$ cat src/rtl/cell_stream_packer_if.sv
// Handshake bundle for the cell packer: pixel beats in,
// packed cells out to the processor, results back out.
interface cell_stream_packer_if #(
    parameter int PIXEL_W      = 24,
    parameter int IN_W         = 32,
    parameter int CELL_PIXELS  = 9,
    parameter int NUM_OPERANDS = 2,
    parameter int OPCODE_W     = 4
);
    localparam int CELL_W = NUM_OPERANDS * CELL_PIXELS * PIXEL_W;

    logic                         pix_valid;
    logic                         pix_ready;
    logic [NUM_OPERANDS*IN_W-1:0] pix_data;
    logic [OPCODE_W-1:0]          opcode_in;

    logic                         cell_valid;
    logic                         cell_ready;
    logic [CELL_W-1:0]            cell_data;
    logic [OPCODE_W-1:0]          cell_opcode;
    logic [PIXEL_W-1:0]           proc_pixel;

    logic                         res_valid;
    logic                         res_ready;
    logic [PIXEL_W-1:0]           res_pixel;

    modport master (
        output pix_valid, pix_data, opcode_in,
        output cell_ready, proc_pixel, res_ready,
        input  pix_ready, cell_valid, cell_data,
        input  cell_opcode, res_valid, res_pixel
    );

    modport slave (
        input  pix_valid, pix_data, opcode_in,
        input  cell_ready, proc_pixel, res_ready,
        output pix_ready, cell_valid, cell_data,
        output cell_opcode, res_valid, res_pixel
    );
endinterface

$ cat src/rtl/cell_stream_packer.sv
// Packs operand pixel beats into 3x3 cells, issues one cell at a
// time to the processor and returns its result after a fixed latency.
module cell_stream_packer #(
    parameter int PIXEL_W        = 24,
    parameter int IN_W           = 32,
    parameter int CELL_PIXELS    = 9,
    parameter int NUM_OPERANDS   = 2,
    parameter int OPCODE_W       = 4,
    parameter int RESULT_LATENCY = 4,
    parameter int TOTAL_CELLS    = 0,
    parameter int CNT_W          = 32
) (
    input  logic                 clk,
    input  logic                 rst,
    input  logic                 restart,
    input  logic                 flush,
    cell_stream_packer_if.slave  io,
    output logic [CNT_W-1:0]     cells_done,
    output logic                 done,
    output logic                 busy
);
    localparam int OP_W   = CELL_PIXELS * PIXEL_W;
    localparam int CELL_W = NUM_OPERANDS * OP_W;
    localparam int BC_W   = (CELL_PIXELS > 1) ? $clog2(CELL_PIXELS) : 1;
    localparam int LAT_W  = $clog2(RESULT_LATENCY + 1);

    typedef enum logic [2:0] {
        S_FILL,
        S_ISSUE,
        S_WAIT,
        S_RESULT,
        S_DONE
    } state_t;

    state_t              state;
    logic [BC_W-1:0]     beat_cnt;
    logic [LAT_W-1:0]    lat_cnt;
    logic [CELL_W-1:0]   cell_data_q;
    logic [OPCODE_W-1:0] cell_opcode_q;
    logic [PIXEL_W-1:0]  res_pixel_q;
    logic                cell_valid_q;
    logic                res_valid_q;
    logic [CNT_W-1:0]    cnt_base;
    logic [CNT_W-1:0]    cnt_next;
    logic                unused_pix;

    assign io.pix_ready   = (state == S_FILL) && !flush;
    assign io.cell_valid  = cell_valid_q;
    assign io.cell_data   = cell_data_q;
    assign io.cell_opcode = cell_opcode_q;
    assign io.res_valid   = res_valid_q;
    assign io.res_pixel   = res_pixel_q;

    assign busy = (state != S_FILL) || (beat_cnt != '0);

    // A restart during the result handshake makes that cell count from zero.
    assign cnt_base = restart ? '0 : cells_done;
    assign cnt_next = cnt_base + CNT_W'(1);

    assign unused_pix = ^io.pix_data;

    always_ff @(posedge clk or posedge rst) begin
        if (rst) begin
            state         <= S_FILL;
            beat_cnt      <= '0;
            lat_cnt       <= '0;
            cell_data_q   <= '0;
            cell_opcode_q <= '0;
            res_pixel_q   <= '0;
            cell_valid_q  <= 1'b0;
            res_valid_q   <= 1'b0;
            cells_done    <= '0;
            done          <= 1'b0;
        end else begin
            if (restart && state != S_DONE)
                cells_done <= '0;

            case (state)
                S_FILL: begin
                    if (flush) begin
                        beat_cnt    <= '0;
                        cell_data_q <= '0;
                    end else if (io.pix_valid) begin
                        for (int k = 0; k < NUM_OPERANDS; k++)
                            for (int i = 0; i < CELL_PIXELS; i++)
                                if (beat_cnt == BC_W'(i))
                                    cell_data_q[k*OP_W + i*PIXEL_W +: PIXEL_W]
                                        <= io.pix_data[k*IN_W +: PIXEL_W];
                        if (beat_cnt == '0)
                            cell_opcode_q <= io.opcode_in;
                        if (beat_cnt == BC_W'(CELL_PIXELS - 1)) begin
                            beat_cnt     <= '0;
                            cell_valid_q <= 1'b1;
                            state        <= S_ISSUE;
                        end else begin
                            beat_cnt <= beat_cnt + BC_W'(1);
                        end
                    end
                end

                S_ISSUE: begin
                    if (io.cell_ready) begin
                        cell_valid_q <= 1'b0;
                        lat_cnt      <= LAT_W'(RESULT_LATENCY - 1);
                        state        <= S_WAIT;
                    end
                end

                S_WAIT: begin
                    if (lat_cnt == '0) begin
                        res_pixel_q <= io.proc_pixel;
                        res_valid_q <= 1'b1;
                        state       <= S_RESULT;
                    end else begin
                        lat_cnt <= lat_cnt - LAT_W'(1);
                    end
                end

                S_RESULT: begin
                    if (io.res_ready) begin
                        res_valid_q <= 1'b0;
                        cells_done  <= cnt_next;
                        if (TOTAL_CELLS != 0 &&
                            cnt_next == CNT_W'(TOTAL_CELLS)) begin
                            done  <= 1'b1;
                            state <= S_DONE;
                        end else begin
                            state <= S_FILL;
                        end
                    end
                end

                S_DONE: begin
                    if (restart) begin
                        done       <= 1'b0;
                        cells_done <= '0;
                        state      <= S_FILL;
                    end
                end

                default: state <= S_FILL;
            endcase
        end
    end
endmodule

$ cat src/flat_wrapper.sv
// flat-port wrapper written by rule: the top's interface ports become plain ports
module cell_stream_packer_flat 
#(
    parameter int PIXEL_W        = 24,
    parameter int IN_W           = 32,
    parameter int CELL_PIXELS    = 9,
    parameter int NUM_OPERANDS   = 2,
    parameter int OPCODE_W       = 4,
    parameter int RESULT_LATENCY = 4,
    parameter int TOTAL_CELLS    = 0,
    parameter int CNT_W          = 32
)
  (clk, rst, restart, flush, cells_done, done, busy, io_pix_valid, io_pix_data, io_opcode_in, io_cell_ready, io_proc_pixel, io_res_ready, io_pix_ready, io_cell_valid, io_cell_data, io_cell_opcode, io_res_valid, io_res_pixel);
  cell_stream_packer_if #(.PIXEL_W(PIXEL_W), .IN_W(IN_W), .CELL_PIXELS(CELL_PIXELS), .NUM_OPERANDS(NUM_OPERANDS), .OPCODE_W(OPCODE_W)) io_i ();
  input  logic clk;
  input  logic rst;
  input  logic restart;
  input  logic flush;
  output logic [CNT_W-1:0] cells_done;
  output logic done;
  output logic busy;
  input wire logic [$bits(io_i.pix_valid)-1:0] io_pix_valid;
  input wire logic [$bits(io_i.pix_data)-1:0] io_pix_data;
  input wire logic [$bits(io_i.opcode_in)-1:0] io_opcode_in;
  input wire logic [$bits(io_i.cell_ready)-1:0] io_cell_ready;
  input wire logic [$bits(io_i.proc_pixel)-1:0] io_proc_pixel;
  input wire logic [$bits(io_i.res_ready)-1:0] io_res_ready;
  output wire logic [$bits(io_i.pix_ready)-1:0] io_pix_ready;
  output wire logic [$bits(io_i.cell_valid)-1:0] io_cell_valid;
  output wire logic [$bits(io_i.cell_data)-1:0] io_cell_data;
  output wire logic [$bits(io_i.cell_opcode)-1:0] io_cell_opcode;
  output wire logic [$bits(io_i.res_valid)-1:0] io_res_valid;
  output wire logic [$bits(io_i.res_pixel)-1:0] io_res_pixel;
  assign io_i.pix_valid = io_pix_valid;
  assign io_i.pix_data = io_pix_data;
  assign io_i.opcode_in = io_opcode_in;
  assign io_i.cell_ready = io_cell_ready;
  assign io_i.proc_pixel = io_proc_pixel;
  assign io_i.res_ready = io_res_ready;
  assign io_pix_ready = io_i.pix_ready;
  assign io_cell_valid = io_i.cell_valid;
  assign io_cell_data = io_i.cell_data;
  assign io_cell_opcode = io_i.cell_opcode;
  assign io_res_valid = io_i.res_valid;
  assign io_res_pixel = io_i.res_pixel;
  cell_stream_packer #(.PIXEL_W(PIXEL_W), .IN_W(IN_W), .CELL_PIXELS(CELL_PIXELS), .NUM_OPERANDS(NUM_OPERANDS), .OPCODE_W(OPCODE_W), .RESULT_LATENCY(RESULT_LATENCY), .TOTAL_CELLS(TOTAL_CELLS), .CNT_W(CNT_W)) u_core (.clk(clk), .rst(rst), .restart(restart), .flush(flush), .io(io_i), .cells_done(cells_done), .done(done), .busy(busy));
endmodule
$ cat config.mk
export PLATFORM = sky130hd
export DESIGN_NAME = cell_stream_packer_flat
export DESIGN_NICKNAME = d
export VERILOG_FILES = /design/src/rtl/cell_stream_packer_if.sv /design/src/rtl/cell_stream_packer.sv /design/src/flat_wrapper.sv
export SDC_FILE = /design/constraint.sdc
export NUM_CORES = 1
export LEC_CHECK = 0
export ABC_AREA = 1
export BUFFER_PORTS_ARGS = -buffer_cell sky130_fd_sc_hd__buf_4
export CAP_MARGIN = 20
export CORE_AREA = 3 3 231 233
export CTS_CLUSTER_DIAMETER = 60
export DETAILED_ROUTE_END_ITERATION = 16
export DIE_AREA = 0 0 234 236
export GPL_TIMING_DRIVEN = 0
export HOLD_SLACK_MARGIN = 0.02
export SKIP_CTS_REPAIR_TIMING = 1
export SLEW_MARGIN = 40
export SYNTH_ARGS = -nofsm -noshare
export SYNTH_HDL_FRONTEND = slang
export SYNTH_SLANG_ARGS = --single-unit
$ cat constraint.sdc
create_clock -name clk -period 22.7 [get_ports clk]
set_input_delay 3.405 -clock clk [delete_from_list [all_inputs] [get_ports clk]]
set_output_delay 3.405 -clock clk [all_outputs]
set_load 0.05 [all_outputs]
==> metrics.yaml, run 1 <==
diodes: 0
relSlewSlack_pct: 44.3
die-area_mm2: 0.0552
gr-usage-met1_pct: 34.4
gr-usage-met2_pct: 44.9
synth_nets: 2081
cts_buffers: 54
grt_overflow: 0
r2r_slack_ns: 19.94
hold_path_depth: 2
cp_data_required_time_ns: 19.30
rsz0062_at_grt: "false"
cts_root_buf: "clkbuf_16"
fin_util_pct: 51.9
pwr-share-seq_pct: 29.7
busiest_layer: "met2"
period_share_pct: 32.0
io_buffers: 577
grt_pass1_wl_mm: 111
p_total_mw: 4.92
start_util_pct: 37.8
met3_usage_pct: 6.64
grt_pass1_vias: 16823
timing.setup.tns_ns: 0
cts_sinks: 503
intPower_mw: 2.48
grt_usage_pct: 26.7
synth.most_common_cell: "dfrtp_1"
synth_edf_count: 0
clk-insertion-delay-late_ns: 0.60
p_clk_share_pct: 19.3
viasPerCell: 5.07
dieHeight_um: 236
worst-path-max-fanout: 6
final.setup_skew_ns: 0.0127
wl_per_cell_um: 22.5
setup_viol: 0
clk_pin_slew_ns: 0.06
cts_buffer_depth: 3
p_sw_share_pct: 49.6
min_path_type: "reg -> reg"
antenna_found_initial: 0
synth-seq-area-share_pct: 64.9
fin_ws_ns: 15.43
antenna_left: 0
drt_pre_antenna_iters: 7
cap_violations: 0
min_period_ns: 7.27
cts.htree.levels: 2
synth_top_area_cell: "dfrtp_1"
synth_top_area_share_pct: 64.9
yosys_register_bits: 503
tritoncts: "built"
peakVddDrop_uv: 99.7
stdcell_count: 3332
reg2reg_from: "u_core.state[0]"
drive_above_1_share_pct: 28.7
synthFlopType: "dfrtp_1"
tightest_slew_ns: 0.835
grt_max_degree: 81
synthesis.area_mm2: 0.0194
area_delta_synth_final_pct: 37.5
place.gp.congestion: 0.924
arrival_ns: 3.86
core_area_mm2: 0.0514
finalHoldViolations: 0
max_freq_ghz: 0.138
wl_mm: 75.1
power_switching_mw: 2.44
dp_hpwl_mm: 56.1
synth_common_cells: "503 x dfrtp_1, 492 x nand2_1, 324 x o21ai_0"
synth_cells: 1971
nNetsFinal: 2720
r2r-end: "u_core.io.cell_data[244]"
holdPathEnd: "u_core.io.cell_data[32]"
synth.avg_cell_area_um2: 9.85
slew_violations: 0
ios: 596
vias: 16888
drtIter0Drc: 1137
synth_cell_types: 32
p_leak_nw: 13.3
rows: 83
rr_worst_depth: 9
yosys_warnings: 0
end_kind: "output port"
place_inst: 3234
dp_slack_ns: 15.42
synth_async_sr_flop_share_pct: 100
pwr-share-comb_pct: 51.0
die-width_um: 234
hold_start: "u_core.io.cell_data[32]"
synthTopCellsByArea: "dfrtp_1 65%, nand2_1 9.5%, o21ai_0 8.4%, nand3_1 2.4%, inv_1 2.4%"
p_per_area_mw_per_mm2: 184
post-route-drc-count: 0
status: "completed"
critical_path_class: "in -> out"
start_kind: "input port"
[power by group through the flow]
stage,combinational (mW),clock [mW],sequential [mW]
final,2.51,0.947,1.46
after global routing,2.63,1.00,1.49
after CTS,2.53,0.967,1.46
after detailed placement,2.52,0,1.47
after global placement,2.50,0,1.46
after floorplan,0.463,0,2.60
[per-layer routing]
| metal | wire length, µm | share of wire (%) | vias up |
|---|---|---|---|
| met5 | 0 | 0 | - |
| met4 | 2160 | 2.9 | 0 |
| met3 | 5840 | 7.8 | 123 |
| met2 | 36600 | 49 | 649 |
| met1 | 30500 | 41 | 8414 |
| li1 | - | - | 7702 |
[cell usage in the layout, fill, tap and decap left out, types with 55 or more instances in the layout]
cell	count
buf_4	593
dfrtp_1	503
nand2_1	492
o21ai_0	324
inv_1	124
nor2_1	110
nand3_1	95
o21ai_1	74
clkbuf_1	64
clkbuf_16	55
[worst max-delay path by stage]
stage	from	endpoint	slack, ns
6_report	flush	io_pix_ready	15.43
2_1_floorplan	rst	u_core.beat_cnt[0]	5.25
4_1_cts	flush	io_pix_ready	15.42
3_3_place_gp	rst	u_core.io.cell_data[184]	-0.05
5_1_grt	flush	io_pix_ready	15.38
3_5_place_dp	flush	io_pix_ready	15.42
[worst max-delay path: stages]
cell,delay [ns]
buf_4,0.14
nor2_1,0.10
buf_4,0.22
[metrics by stage]
stage / hold WS, ns / area, µm²
after global routing: 0.507 / 26700
after global placement: 0.469 / 24600
final: 0.486 / 26700
after CTS: 0.489 / 26700
after floorplan: 0.453 / 19400
after detailed placement: 0.474 / 24800
[flip-flops by register name (all words and copies together), names as in the netlist]
register / cells
u_core.beat_cnt: 4
u_core.cells_done: 32
u_core.io.cell_data: 432
u_core.io.cell_opcode: 4
u_core.io.cell_valid: 1
u_core.io.res_pixel: 24
u_core.io.res_valid: 1
u_core.lat_cnt: 3
u_core.state: 2
[logic make-up after synthesis]
kind of cell               after synthesis  synth area share (%)
adders and majority gates               11                 0.709
xor gates and xnor gates                16                 0.722
and+or+nand+nor                        714                  14.6
DFF                                    503                  64.9
AOI/OAI and AO/OA                      464                  12.4
muxes                                   24                  1.39
other                                    1                0.0193
buffers and inverters                  238                  5.30
[area by class of cell]
class                      instances  area, µm²
buffer                           110        553
multi-input combinational       1230       5800
fill                            4717      24700
sequential                       503      12600
clock buffer                      79       1580
timing repair buffer             583       4500
tap                              680        851
clock inverter                    19        337
inverter                         128        488
No activity file was read; power rests on OpenSTA's default activity.
==> run 2: changes to the inputs <==
Settings changed: CORE_AREA 3 3 231 233 to 3 3 229 231, DIE_AREA 0 0 234 236 to 0 0 232 234.
Clock period 22.7 ns to 6.4 ns, I/O delays scaled along.
==> run 2 against run 1 <==
Net effect:
- clock skew about the same
- sequential cell count unchanged
- non-clock buffer count rose by 18
- final cell count is 0.33% higher
- power increased to 3.5 times the previous value
- die area decreased by 1.7%
- hold slack lost 0.11 ns
- first-iteration DRC count grew 6.3%
- combinational power rose to 3.6 times the previous value
- worst setup slack got worse by 12 ns
- critical path depth grew 3
- largest cell class unchanged
==> metrics.yaml, run 2 (same netlist as run 1, synthesis figures left out) <==
p_sw_share_pct: 50.1  # +0.46 points
cts_sinks: 503  # unchanged
critical_path_class: "reg -> out"
finalInstanceArea_mm2: 0.0270  # +1.2%
core_area_mm2: 0.0503  # -2.2%
dp_hpwl_mm: 58.1  # +3.5%
cts_root_buf: "clkbuf_16"
grt_usage_pct: 27.4  # +0.73 points
power_switching_mw: 8.68  # +260%
start_util_pct: 38.6  # +0.85 points
rows: 82  # -1.2%
cp_data_required_time_ns: 5.44  # -13.86 ns
wl_per_cell_um: 22.7  # +0.81%
r2r_slack_ns: 3.71  # -16.23 ns
min_path_type: "in -> async"
status: "completed"
cts_buffer_depth: 3  # unchanged
grt_pass1_vias: 17019  # +1.2%
tightest_slew_ns: 0.796  # -0.0389 ns
gr-usage-met2_pct: 46.0  # +1.1 points
gr-usage-met1_pct: 33.7  # -0.64 points
timing.setup.tns_ns: 0  # unchanged
drive_above_1_share_pct: 29.0  # +0.38 points
pwr-share-seq_pct: 29.8  # about the same
place.gp.congestion: 0.902  # -2.4%
p_per_area_mw_per_mm2: 642  # +250%
final_common_cell: "buf_4"
viasPerCell: 5.09  # +0.42%
antenna_left: 0  # unchanged
area_delta_synth_final_pct: 39.1
dieHeight_um: 234  # -0.85%
antenna_found_initial: 4  # +4
intPower_mw: 8.65  # +250%
p_clk_share_pct: 18.4  # -0.9 points
drtIter0Drc: 1209  # +6.3%
fill_cells: 4630  # -1.8%
post-route-drc-count: 0  # unchanged
period_share_pct: 46.8
placed_area_mm2: 0.0252  # +1.6%
end_kind: "output port"
busiest_layer: "met2"
pwr-share-comb_pct: 51.7  # +0.7 points
drt_pre_antenna_iters: 5  # -2
cts.htree.levels: 2  # unchanged
wl_mm: 75.9  # +1.1%
stdcell_count: 3343  # +0.33%
slew_violations: 0  # unchanged
die-width_um: 232  # -0.85%
final.setup_skew_ns: 0.0126  # -0.0000962 ns
grt_max_degree: 28  # -65%
ios: 596  # unchanged
p_total_mw: 17.3  # +250%
rsz0062_at_grt: "false"
crit_buf_inv: 3  # +1
grt_overflow: 0  # unchanged
clk-insertion-delay-late_ns: 0.59  # about the same
grt_pass1_wl_mm: 111  # about the same
finalHoldViolations: 0  # unchanged
cap_violations: 0  # unchanged
cts_buffers: 55  # +1.9%
io_buffers: 577  # unchanged
tritoncts: "built"
start_kind: "flip-flop"
relSlewSlack_pct: 46.9  # +2.6 points
die-area_mm2: 0.0543  # -1.7%
path_delay_family: "buffers and inverters"
clk_pin_slew_ns: 0.06  # about the same
largest_reg_flops: 432  # unchanged
peakVddDrop_uv: 396  # +300%
place_inst: 3244  # +0.31%
setup_viol: 0  # unchanged
p_leak_nw: 13.4  # +0.98%
min_period_ns: 3.00
nNetsFinal: 2739  # +0.70%
worstPathCellList: "inv_1 -> ha_1 -> nand2_1 -> inv_1 -> nand2_1 -> buf_4"
max_freq_ghz: 0.334
crit_slowest_cell: "dfrtp_1"
final_cell_mix: "593 x buf_4, 503 x dfrtp_1, 492 x nand2_1, 324 x o21ai_0, 124 x inv_1"
max_stage_delay_ns: 0.40  # +0.18 ns
met3_usage_pct: 7.59  # +0.95 points
arrival_ns: 2.03  # -1.83 ns
vias: 17015  # +0.75%
worst-path-max-fanout: 5  # -1
run 2: final cells by class:
| type | instances | area [µm²] | share of cell area, % |
|---|---|---|---|
| clock inverters | 13 | 158 | 0.584 |
| plain buffers | 110 | 549 | 2.03 |
| repair buffers | 601 | 4920 | 18.2 |
| diodes | 2 | 5.00 | 0.0185 |
| multi-input cells | 1230 | 5790 | 21.5 |
| inverters | 128 | 484 | 1.79 |
| well taps | 672 | 841 | 3.11 |
| flip-flops and latches | 503 | 12600 | 46.6 |
| clock buffers | 84 | 1670 | 6.17 |
run 2: final timing paths:
check	cells past startpoint	end	start
worst max-delay path	6	busy	u_core.beat_cnt[0]
worst min-delay path	2	u_core.io.cell_opcode[1]	rst
worst max register to register	9	u_core.io.cell_data[242]	u_core.state[0]
worst min register to register	2	u_core.io.cell_data[37]	u_core.io.cell_data[37]
max in group asynchronous	10	u_core.io.cell_data[83]	rst
min in group clk	2	u_core.io.cell_data[37]	u_core.io.cell_data[37]
run 2: through the flow:
stage	utilization, %	hold slack [ns]	setup WS (ns)
2_1_floorplan	-	0.453	-1.39
3_3_place_gp	48.9	0.469	-4.22
3_5_place_dp	50.1	0.474	2.91
4_1_cts	53.7	0.362	3.37
5_1_grt	53.7	0.391	3.21
6_report	53.7	0.379	3.41
run 2: worst reg2reg max path: stages (launching register included):
cell and delay [ns]:
dfrtp_1 0.37, inv_1 0.09, ha_1 0.29, nand2_1 0.16
inv_1 0.18, a31oi_2 0.56, buf_2 0.47, buf_2 0.32
nand2_1 0.09, o21ai_0 0.08
run 2: per-layer routing:
layer,part of all wire [%],vias up
met3,8.4,135
met4,4.0,2
met5,0.017,-
met1,39,8442
li1,-,7752
met2,48,684
run 2: power by group through the flow:
| stage | logic (mW) | clock network (mW) | registers (mW) |
|---|---|---|---|
| detailed placement | 9.01 | 0 | 5.19 |
| global route | 9.42 | 3.37 | 5.29 |
| global placement | 8.89 | 0 | 5.16 |
| floorplan | 1.64 | 0 | 9.23 |
| CTS | 9.02 | 3.24 | 5.16 |
| finish | 8.96 | 3.19 | 5.17 |
